--- src/rtl/icache_responder.sv ---
// Direct-mapped instruction cache answering fetch requests; hits return in one cycle,
// misses stall the fetch stage while the whole line is refilled from main memory.
`default_nettype none

module icache_responder #(
    parameter int OFF_W = 2,
    parameter int IDX_W = 3
) (
    input  logic        clk,
    input  logic        rst_n,
    input  logic [31:0] addr,
    input  logic        rd_en,
    input  logic        flush,
    output logic [31:0] rdata,
    output logic        rdata_valid,
    output logic        miss,
    output logic        mem_req,
    output logic [31:0] mem_addr,
    input  logic        mem_ack,
    input  logic [31:0] mem_rdata,
    output logic [15:0] hit_count,
    output logic [15:0] miss_count
);

    localparam int TAG_W = 30 - OFF_W - IDX_W;
    localparam int WORDS = 1 << OFF_W;
    localparam int SETS  = 1 << IDX_W;
    localparam logic [OFF_W-1:0] CNT_ONE = {{(OFF_W-1){1'b0}}, 1'b1};

    localparam logic [1:0] S_IDLE    = 2'd0;
    localparam logic [1:0] S_REFILL  = 2'd1;
    localparam logic [1:0] S_RESPOND = 2'd2;

    logic [1:0]        state;
    logic [SETS-1:0]   valid;
    logic [TAG_W-1:0]  tag_mem  [SETS];
    logic [31:0]       data_mem [SETS*WORDS];

    logic [OFF_W-1:0]  cnt;
    logic [OFF_W-1:0]  ref_off;
    logic [IDX_W-1:0]  ref_idx;
    logic [TAG_W-1:0]  ref_tag;
    logic [31:0]       captured;
    logic              flush_pend;

    logic [OFF_W-1:0]  req_off;
    logic [IDX_W-1:0]  req_idx;
    logic [TAG_W-1:0]  req_tag;
    logic              hit;
    logic              ack_taken;
    logic              last_word;
    logic              unused_bits;

    assign req_off     = addr[2 +: OFF_W];
    assign req_idx     = addr[2+OFF_W +: IDX_W];
    assign req_tag     = addr[31 -: TAG_W];
    assign hit         = valid[req_idx] && (tag_mem[req_idx] == req_tag);
    assign ack_taken   = (state == S_REFILL) && mem_req && mem_ack;
    assign last_word   = &cnt;
    assign unused_bits = ^addr[1:0];

    // Arrays carry no reset: a line is only trusted once its valid bit is set.
    always_ff @(posedge clk) begin
        if (ack_taken) begin
            data_mem[{ref_idx, cnt}] <= mem_rdata;
            if (last_word) begin
                tag_mem[ref_idx] <= ref_tag;
            end
        end
    end

    always_ff @(posedge clk or negedge rst_n) begin
        if (!rst_n) begin
            state       <= S_IDLE;
            valid       <= '0;
            cnt         <= '0;
            ref_off     <= '0;
            ref_idx     <= '0;
            ref_tag     <= '0;
            captured    <= '0;
            flush_pend  <= 1'b0;
            rdata       <= '0;
            rdata_valid <= 1'b0;
            miss        <= 1'b0;
            mem_req     <= 1'b0;
            mem_addr    <= '0;
            hit_count   <= '0;
            miss_count  <= '0;
        end else begin
            rdata_valid <= 1'b0;
            case (state)
                S_IDLE: begin
                    if (flush) begin
                        valid <= '0;
                    end
                    // A flush in the same cycle forces the access down the miss path.
                    if (rd_en && hit && !flush) begin
                        rdata       <= data_mem[{req_idx, req_off}];
                        rdata_valid <= 1'b1;
                        hit_count   <= hit_count + 16'd1;
                    end else if (rd_en) begin
                        state      <= S_REFILL;
                        miss       <= 1'b1;
                        miss_count <= miss_count + 16'd1;
                        cnt        <= '0;
                        ref_off    <= req_off;
                        ref_idx    <= req_idx;
                        ref_tag    <= req_tag;
                        mem_req    <= 1'b1;
                        mem_addr   <= {addr[31:2+OFF_W], {(OFF_W+2){1'b0}}};
                    end
                end
                S_REFILL: begin
                    if (flush) begin
                        flush_pend <= 1'b1;
                    end
                    if (ack_taken) begin
                        if (cnt == ref_off) begin
                            captured <= mem_rdata;
                        end
                        cnt      <= cnt + CNT_ONE;
                        mem_addr <= mem_addr + 32'd4;
                        if (last_word) begin
                            valid[ref_idx] <= 1'b1;
                            mem_req        <= 1'b0;
                            state          <= S_RESPOND;
                        end
                    end
                end
                S_RESPOND: begin
                    rdata       <= captured;
                    rdata_valid <= 1'b1;
                    miss        <= 1'b0;
                    state       <= S_IDLE;
                    if (flush_pend || flush) begin
                        valid      <= '0;
                        flush_pend <= 1'b0;
                    end
                end
                default: begin
                    state <= S_IDLE;
                end
            endcase
        end
    end

endmodule

`default_nettype wire

--- config.mk ---
export PLATFORM = sky130hd
export DESIGN_NAME = icache_responder
export DESIGN_NICKNAME = d
export VERILOG_FILES = /design/src/rtl/icache_responder.sv
export SDC_FILE = /design/constraint.sdc
export NUM_CORES = 1
export LEC_CHECK = 0
export ABC_AREA = 1
export CORE_UTILIZATION = 55
export DETAILED_ROUTE_END_ITERATION = 7
export GPL_ROUTABILITY_DRIVEN = 0
export HOLD_SLACK_MARGIN = 0.05
export PLACE_DENSITY = 0.7
export SETUP_SLACK_MARGIN = 0.5
export SYNTH_ARGS = -nofsm -noshare
export SYNTH_HDL_FRONTEND = slang
export SYNTH_SLANG_ARGS = --single-unit
--- constraint.sdc ---
create_clock -name clk -period 3.52 [get_ports clk]
set_input_delay 0.704 -clock clk [delete_from_list [all_inputs] [get_ports clk]]
set_output_delay 0.704 -clock clk [all_outputs]
set_load 0.02 [all_outputs]
Word level (Yosys, flattened, before mapping)

Memories as Yosys holds them, arrays and structs flattened.
Index checks and enable logic that the tools add are counted.

Bits in writable memories: 1,224
Register bits after elaboration: 174
Memories kept: 2
Input bits: 69

Memory list:

| name     | depth | width | read ports | clocked after Yosys merged registers in | write ports | line | source |
|---|---|---|---|---|---|---|---|
| data_mem | 32    | 32    | 1          | 0                                       | 1           | 37   | `logic [31:0] data_mem [SETS*WORDS];` |
| tag_mem  | 8     | 25    | 1          | 0                                       | 1           | 36   | `logic [TAG_W-1:0] tag_mem [SETS];` |

Multiplexer cells: 40
Bitwise operators: 2
Reductions and logical operators: 24
Equality and inequality tests: 12
$lt $le $gt $ge: 3
Add/sub/neg operators: 4

Operators with widths:

| cell                                                        | count |
|---|---|
| 2-to-1 mux 32 bit                                           | 4 |
| case mux 32 bit (2 select lines)                            | 2 |
| adder 16 x 1 -> 16 bit (second input constant)              | 2 |
| adder 32 x 3 -> 32 bit (second input constant)              | 1 |
| 2-to-1 mux 8 bit                                            | 4 |
| == test 25 bit                                              | 1 |
| case mux 8 bit (3 select lines)                             | 1 |
| != test 2 bit (second input constant)                       | 8 |
| 2-to-1 mux 1 bit                                            | 14 |
| 2-to-1 mux 2 bit                                            | 7 |
| AND reduction 3 bit                                         | 4 |
| AND reduction 5 bit                                         | 2 |
| less-than comparator 3 x 4 -> 1 bit (second input constant) | 2 |
| OR 8 bit                                                    | 1 |
| case mux 1 bit (2 select lines)                             | 4 |
| case mux 2 bit (2 select lines)                             | 2 |
| AND reduction 4 bit                                         | 2 |
| logical AND 1 bit                                           | 6 |
| AND reduction 2 bit                                         | 3 |
| nonzero test 2 bit                                          | 3 |
| binary-select mux 1 bit (select 3 bit)                      | 1 |
| demux 1 bit (select 3 bit)                                  | 1 |
| >= comparator 3 x 1 -> 1 bit (second input constant)        | 1 |
| nonzero test 3 bit                                          | 1 |
| 8 further kinds                                             | 8 |

Logic depth before layout (Yosys ltp)

Gate-level depths: netlist of run 1.

Depth in word-level cells: 8
Depth in mapped cells: 22
Gate-level depth less buffers: 19

Least setup slack after synthesis of run 1

OpenSTA, ideal clock, no wires.

Path kind: in2reg
Start: input mem_ack
End: memory data_mem[15][0], enable pin
Cell stages on the path: 5
Data arrival time: 2.768 ns
Slack: 0.330 ns
Library setup time: 0.421 ns
Cell sequence: nand3_1 -> inv_1 -> nand2_1 -> clkbuf_1 -> nor2_1

Word-level cells in the longest chain between the ends: 3

Ends and longest elaborated chain:

| what                                   | line | source |
|---|---|---|
| start: declaration                     | 19   | `input logic mem_ack,` |
| logical AND 1 bit                      | 58   | `assign ack_taken = (state == S_REFILL) && mem_req && mem_ack;` |
| 2-to-1 mux 1 bit                       | 64   | `if (ack_taken) begin` |
| 2-to-1 mux 1 bit (not written as such) | 65   | `data_mem[{ref_idx, cnt}] <= mem_rdata;` |
| end: declaration                       | 37   |  |

No other way between the ends.

Worst setup path in the final report of run 1

Start: register rdata[22]
End: output rdata[22]

RTL lines:

| what                     | line | source |
|---|---|---|
| start: declaration       | 14   | `output logic [31:0] rdata,` |
| start signal: assignment | 98   | `rdata <= data_mem[{req_idx, req_off}];` |
| start signal: assignment | 131  | `rdata <= captured;` |

No word-level cell between the ends.

==> results of run 1 <==
[worst paths after layout]
check                                    startpoint                  endpoint  slack [ps]  cells after the start
min in group asynchronous                     rst_n    ref_tag[6]$_DFFE_PN0P_         580                      2
min reg2reg                captured[15]$_DFFE_PN0P_     rdata[15]$_DFFE_PN0P_         460                      2
max in group asynchronous                     rst_n     rdata[22]$_DFFE_PN0P_        2100                      3
min                        captured[15]$_DFFE_PN0P_     rdata[15]$_DFFE_PN0P_         460                      2
max                           rdata[22]$_DFFE_PN0P_                 rdata[22]         810                      1
max reg2reg                 mem_addr[2]$_DFFE_PN0P_  mem_addr[30]$_DFFE_PN0P_         940                     14
[state kept, by name, indices dropped and copies added, names as in the netlist]
signal / count
ref_tag: 25
captured: 32
ref_idx: 3
rdata: 32
tag_mem: 200
miss_count: 16
ref_off: 2
flush_pend: 1
rdata_valid: 1
state: 2
mem_req: 1
hit_count: 16
cnt: 2
data_mem: 1024
mem_addr: 30
valid: 8
miss: 1
[final cells by class]
cell class	count	area, um^2
antenna	2	5.00
sequential	1396	41100
timing repair buffer	336	3490
inverter	219	843
tap	1368	1710
clock inverter	50	499
multi-input combinational	2818	13900
clock buffer	201	3900
fill	7511	36700
[cell families after synthesis]
| kind of cell | after synthesis | share of synthesized area, % |
|---|---|---|
| flip-flops | 1396 | 72.4 |
| multiplexers | 32 | 0.635 |
| other | 1 | 0.00661 |
| adder cells (fa/ha/maj) | 7 | 0.154 |
| XOR/XNOR | 42 | 0.649 |
| AND/OR/NAND/NOR | 1630 | 11.6 |
| buffers and inverters | 525 | 3.71 |
| AO/OA/AOI/OAI | 1105 | 10.8 |
[Yosys cell counts, types with 3 or more instances]
cell	instances	area share (%)
sky130_fd_sc_hd__buf_4	10	0.13
sky130_fd_sc_hd__nand3_1	233	2.1
sky130_fd_sc_hd__nand4_1	35	0.39
sky130_fd_sc_hd__buf_2	42	0.37
sky130_fd_sc_hd__dfrtp_1	172	7.6
sky130_fd_sc_hd__clkbuf_1	232	1.5
sky130_fd_sc_hd__xor2_1	29	0.45
sky130_fd_sc_hd__o221ai_1	55	0.85
sky130_fd_sc_hd__o211ai_1	31	0.41
sky130_fd_sc_hd__or2_2	9	0.099
sky130_fd_sc_hd__o22ai_1	258	2.8
sky130_fd_sc_hd__buf_6	6	0.12
sky130_fd_sc_hd__o21ai_1	21	0.19
sky130_fd_sc_hd__o21ai_0	719	6.3
sky130_fd_sc_hd__inv_1	215	1.4
sky130_fd_sc_hd__edfxtp_1	1224	65
sky130_fd_sc_hd__xnor2_1	13	0.20
sky130_fd_sc_hd__nor2_2	4	0.044
sky130_fd_sc_hd__buf_1	16	0.11
sky130_fd_sc_hd__a21oi_1	18	0.16
sky130_fd_sc_hd__inv_2	3	0.020
sky130_fd_sc_hd__nor4_1	4	0.044
sky130_fd_sc_hd__nor2_1	793	5.2
sky130_fd_sc_hd__nand2_1	523	3.5
sky130_fd_sc_hd__mux2_2	32	0.64
sky130_fd_sc_hd__ha_1	7	0.15
sky130_fd_sc_hd__nor3_1	25	0.22
[repair_timing]
| item | CTS | global route |
|---|---|---|
| hold buffers | 1 | 0 |
| setup endpoints to repair | 0 | 1 |
| endpoints found under the hold margin | 71 | 0 |
| gates resized for setup | 0 | 1 |
[through the flow]
step / hold WS (ps) / total power, W / std cells / setup WS (ps) / instance area (um^2)
5_1_grt: 495 / 0.0425 / 6389 / 584 / 65400
6_report: 464 / 0.0411 / 6390 / 807 / 65400
4_1_cts: 464 / 0.0412 / 6388 / 794 / 65400
3_5_place_dp: 473 / 0.0270 / 6136 / 194 / 60900
3_3_place_gp: 469 / 0.0268 / 6136 / 208 / 60900
2_1_floorplan: 408 / 0.0240 / 4739 / 330 / 56700
[per-layer routing]
layer / vias up / share of wire [%]
met1: 19000 / 39
met2: 1948 / 46
met5: - / 0.0090
li1: 17400 / -
met3: 370 / 9.6
met4: 2 / 4.7
[worst min-delay path: stages, from the launching register on]
cell and delay (ps):
sky130_fd_sc_hd__dfrtp_1 340, sky130_fd_sc_hd__nand2_1 50, sky130_fd_sc_hd__nand3_1 70
[power groups by stage]
| stage | clock network [W] | logic (W) | registers, W |
|---|---|---|---|
| floorplan | 0 | 0.00284 | 0.0211 |
| global placement | 0 | 0.00595 | 0.0209 |
| detailed placement | 0 | 0.00606 | 0.0209 |
| CTS | 0.0145 | 0.00610 | 0.0206 |
| global route | 0.0151 | 0.00666 | 0.0207 |
| finish | 0.0144 | 0.00614 | 0.0206 |
==> impl_summary.txt, run 1 <==
----------------------------------------------------
[Run status]
  Outcome ... finished clean

[Finish]
  Share of post-route cells with drive strength above 1 ... 9.32%
  Area overhead of the layout relative to synthesis ... 15.2%
  Number of nets in the finished design ... 4987
  Most common cell after layout, fill and taps aside ... sky130_fd_sc_hd__edfxtp_1
  Finished Core Util ... 64.1%
  Most frequent cells in the layout ... sky130_fd_sc_hd__edfxtp_1, sky130_fd_sc_hd__nor2_1, sky130_fd_sc_hd__o21ai_0, sky130_fd_sc_hd__nand2_1, sky130_fd_sc_hd__o22ai_1

[Logic synthesis]
  Synthesized flop and latch total ... 1396
  Portion of the post-synthesis area used by sequential elements ... 72.4%
  Post-synth EDFFs ... 1224
  Number of cells produced by synthesis ... 4738
  Netlist area before placement ... 56700 um^2
  Post-synth cell types ... 34
  Synth Warn # ... 0
  Synthesized area per cell ... 12.0 um^2
  Async set-or-reset flop fraction in the synthesized netlist ... 12.3%
  Primary FF master, synth ... sky130_fd_sc_hd__edfxtp_1

[Setup path]
  CP max stage delay ... 920 ps
  Crit path max-delay family ... buffers and inverters
  Setup crit start kind ... flip-flop
  Worst setup path class ... flip-flop to output pin
  Type of destination of the critical path ... output pin
  Cell at the slowest stage of the critical path ... sky130_fd_sc_hd__clkdlybuf4s50_1
  Data arrival at the endpoint of the critical path ... 2010 ps
  Ordered list of cells on the worst path ... clkdlybuf4s50_1
  CP Max Fanout ... 2
  Required time at the endpoint of the critical path ... 2820 ps
  Crit path buf inv count ... 1

[CTS]
  Maximum count of clock buffers along a single path ... 3
  Clock insertion delay at the later pin of the skew report ... 760 ps
  Clk sinks ... 1396
  Post-CTS setup repair buffer count ... 0
  CTS tree ... yes
  Number of CTS-inserted buffers ... 140
  CTS root buffer ... sky130_fd_sc_hd__clkbuf_16
  CTS H-Tree Depth ... 4
  Clock Pin Slew Worst Setup and Hold Paths ... 60 ps

[Run]
  Number of maximum-capacitance constraint violations ... 0

[Die]
  Top-level I/O count ... 168
  Core Footprint ... 102000 um^2
  Vertical die dimension ... 323 um
  Site row count ... 117
  Starting utilization of the core area ... 55.6%
  DIE AREA ... 104000 um^2
  Die boundary width ... 323 um

[Global routing]
  Total global-route track usage ... 29.8%
  Wire length of the first global-routing pass ... 229000 um
  Layer carrying the most global-route usage ... met2
  Global Route met1 Usage ... 40.3%
  Remaining Overflow, GRT ... 0
  Number of global-route vias before repair ... 36500
  Initial antenna violation count ... 3
  M3 GR Usage ... 6.41%
  Pin count of the biggest net entering global routing ... 109
  Met2 track demand over resource in global routing ... 46.6%

[Timing]
  Post-route clock period utilization ... 77.1%
  Final worst clock skew ... 30.9 ps
  Least-Margin Pin Slew ... 1240 ps
  Sum of negative setup slack ... 0 ps
  Headroom to the max-slew limit ... 17.2%
  Unrepaired setup endpoints after global routing ... false
  Maximum clock frequency ... 369 MHz
  Total setup violations reported at the end of the flow ... 0
  Endpoints failing hold ... 0
  Time the final worst path needs with I/O delays and setup ... 2710 ps
  Max-slew violation count ... 0

[Power and ir drop]
  Net switching power figure ... 0.0111 W
  Switching fraction of total power ... 27.1%
  Clock network fraction of design power ... 34.9%
  IR Drop Worst-Case VDD ... 0.000398 V
  Power density over the cells ... 629 nW/um^2
  Cell internal pwr ... 0.0300 W
  Combinational cell fraction of total power ... 14.9%
  Flop pwr share ... 50.1%
  Reported leakage power ... 22.9 nW

[Detailed routing]
  Starting DRC count in detailed routing ... 4576
  Remaining number of nets flagged by the antenna check after routing ... 0
  Via total after detailed routing ... 38700
  Avg WL per Cell ... 24.2 um
  DRC violations left ... 0
  Routed Wire Length ... 155000 um
  Via-to-Cell Ratio ... 6.05
  Number of detailed-route iterations in the first pass ... 6

[Min path]
  Worst min-delay path class ... flip-flop to flip-flop

[Placed design]
  Detailed Place HPWL ... 86500 um
  I/O Buffers ... 163

----------------------------------------------------
Power figures use the tool's default switching activity.
==> run 2: changes to the inputs <==
==> constraint.sdc (replaced) <==
create_clock -name clk -period 2.7 [get_ports clk]
set_input_delay 0.54 -clock clk [delete_from_list [all_inputs] [get_ports clk]]
set_output_delay 0.54 -clock clk [all_outputs]
set_load 0.02 [all_outputs]
==> impl_summary.txt, run 2 (synthesis results as in run 1) <==
----------------------------------------------------
[Detailed routing]
  Remaining number of nets flagged by the antenna check after routing ... 0
  Number of detailed-route iterations in the first pass ... 6
  Avg WL per Cell ... 25.1 um
  Starting DRC count in detailed routing ... 4641
  Via total after detailed routing ... 40300
  Via-to-Cell Ratio ... 6.12
  Routed Wire Length ... 166000 um
  DRC violations left ... 0

[Global routing]
  Wire length of the first global-routing pass ... 239000 um
  Pin count of the biggest net entering global routing ... 79
  Remaining Overflow, GRT ... 0
  Total global-route track usage ... 31.2%
  Initial antenna violation count ... 2
  Number of global-route vias before repair ... 38100

[CTS]
  Number of CTS-inserted buffers ... 144
  Maximum count of clock buffers along a single path ... 3
  Clock insertion delay at the later pin of the skew report ... 770 ps
  CTS H-Tree Depth ... 4
  Clock Pin Slew Worst Setup and Hold Paths ... 60 ps
  CTS tree ... yes
  CTS root buffer ... sky130_fd_sc_hd__clkbuf_16
  Clk sinks ... 1396

[Power and ir drop]
  IR Drop Worst-Case VDD ... 0.000503 V
  Switching fraction of total power ... 28.2%
  Cell internal pwr ... 0.0401 W
  Overall power consumption ... 0.0558 W
  Flop pwr share ... 48.4%
  Net switching power figure ... 0.0158 W
  Power density over the cells ... 808 nW/um^2
  Combinational cell fraction of total power ... 16.9%
  Clock network fraction of design power ... 34.7%
  Reported leakage power ... 24.9 nW

[Timing]
  Least-Margin Pin Slew ... 936 ps
  Maximum clock frequency ... 412 MHz
  Final worst clock skew ... 31.9 ps
  Endpoints failing hold ... 0
  Worst hold slack ... 258 ps
  Unrepaired setup endpoints after global routing ... true
  Time the final worst path needs with I/O delays and setup ... 2430 ps
  Post-route clock period utilization ... 89.9%
  Max-slew violation count ... 0
  Total setup violations reported at the end of the flow ... 0
  Headroom to the max-slew limit ... 37.4%

[Setup path]
  Worst setup path class ... flip-flop to flip-flop
  Reg2reg end ... mem_addr[28]$_DFFE_PN0P_
  Data arrival at the endpoint of the critical path ... 3070 ps
  Type of destination of the critical path ... flip-flop
  Setup slack on the worst flop-to-flop path ... 270 ps
  Setup crit start kind ... flip-flop
  CP Max Fanout ... 4
  Required time at the endpoint of the critical path ... 3340 ps
  R2R depth ... 16
  Source of the worst register-to-register timing path ... mem_addr[2]$_DFFE_PN0P_

[Die]
  Vertical die dimension ... 323 um
  Top-level I/O count ... 168
  Die boundary width ... 323 um
  Core Footprint ... 102000 um^2
  DIE AREA ... 104000 um^2
  Site row count ... 117
  Starting utilization of the core area ... 55.6%

[Run status]
  Outcome ... finished clean

[Finish]
  Number of nets in the finished design ... 5179
  Flip-flop count of the largest register after layout ... 1024
  Leading registers by flop count ... data_mem x1024, tag_mem x200
  Most frequent cells in the layout ... sky130_fd_sc_hd__edfxtp_1, sky130_fd_sc_hd__nor2_1, sky130_fd_sc_hd__o21ai_0, sky130_fd_sc_hd__nand2_1, sky130_fd_sc_hd__o22ai_1
  Register ranked first by flip-flop count ... data_mem
  Share of post-route cells with drive strength above 1 ... 16.0%
  Area overhead of the layout relative to synthesis ... 21.8%
  Final antenna diode count ... 0
  Most common cell after layout, fill and taps aside ... sky130_fd_sc_hd__edfxtp_1

[Placed design]
  I/O Buffers ... 163
  Detailed Place HPWL ... 91700 um

[Run]
  Number of maximum-capacitance constraint violations ... 0

[Min path]
  Worst min-delay path class ... primary input to asynchronous set/reset pin

----------------------------------------------------
-- run 2: worst max-delay path: stages (launching register included) --
cell,delay [ps]
sky130_fd_sc_hd__dfrtp_1,370
sky130_fd_sc_hd__buf_4,150
sky130_fd_sc_hd__ha_4,150
sky130_fd_sc_hd__nand3_2,100
sky130_fd_sc_hd__nor3_2,130
sky130_fd_sc_hd__buf_4,140
sky130_fd_sc_hd__nand2_1,60
sky130_fd_sc_hd__inv_2,100
sky130_fd_sc_hd__nand3_4,100
sky130_fd_sc_hd__nor2_4,140
sky130_fd_sc_hd__buf_4,130
sky130_fd_sc_hd__nand4_1,120
sky130_fd_sc_hd__xor2_1,190
sky130_fd_sc_hd__nand2_1,80
sky130_fd_sc_hd__o21ai_0,170
sky130_fd_sc_hd__nand2_4,120
sky130_fd_sc_hd__o21ai_2,50
-- run 2: area by class of cell --
type | count | area [um^2]
Tap cell | 1368 | 1710
Timing Repair Buffer | 523 | 6180
Clock inverter | 70 | 692
Inverter | 219 | 845
Clock buffer | 195 | 3940
Sequential cell | 1396 | 41100
Multi-Input combinational cell | 2819 | 14700
Fill cell | 7050 | 32900
-- run 2: worst max path at each step --
stage	cells after the start	slack, ps	startpoint	to
after floorplan	7	250	state[1]$_DFFE_PN0P_	data_mem[18][0]$_DFFE_PP_
after global placement	15	-240	addr[4]	rdata[3]$_DFFE_PN0P_
after detailed placement	15	-280	addr[4]	rdata[3]$_DFFE_PN0P_
after CTS	1	390	rdata[15]$_DFFE_PN0P_	rdata[15]
after global routing	16	150	mem_addr[2]$_DFFE_PN0P_	mem_addr[28]$_DFFE_PN0P_
final	16	270	mem_addr[2]$_DFFE_PN0P_	mem_addr[28]$_DFFE_PN0P_
-- run 2: per-stage QoR --
step | cell area, um^2 | utilization [%] | setup TNS, ps | setup WS (ps) | cells
4_1_cts | 68000 | 66.6 | 0 | 388 | 6555
5_1_grt | 69100 | 67.7 | 0 | 154 | 6590
6_report | 69100 | 67.7 | 0 | 271 | 6590
3_3_place_gp | 62600 | 61.4 | -19770 | -244 | 6259
3_5_place_dp | 62600 | 61.4 | -26850 | -283 | 6259
2_1_floorplan | 56900 | - | 0 | 251 | 4739
-- run 2: routing by layer --
metal	wire, um	share of wire [%]	GRT usage, %
met5	31	0.019	0
met4	7730	4.7	14.5
met3	17700	11	6.54
met2	78200	47	49.4
met1	62000	37	41.5
-- run 2: what timing repair did --
| action | CTS | global route |
|---|---|---|
| pin swaps | 16 | 37 |
| setup endpoints to repair | 218 | 137 |
| setup buffers | 18 | 16 |
| gates cloned | 12 | 19 |
| gates resized for setup | 192 | 217 |
| hold buffers | 1 | 0 |
| endpoints found under the hold margin | 141 | 0 |
-- run 2: power groups by stage --
stage / Clock, W / Combinational [W] / Sequential (W)
3_5_place_dp: 0 / 0.00823 / 0.0273
3_3_place_gp: 0 / 0.00806 / 0.0273
5_1_grt: 0.0204 / 0.0100 / 0.0272
6_report: 0.0194 / 0.00943 / 0.0270
4_1_cts: 0.0195 / 0.00816 / 0.0269
2_1_floorplan: 0 / 0.00382 / 0.0275
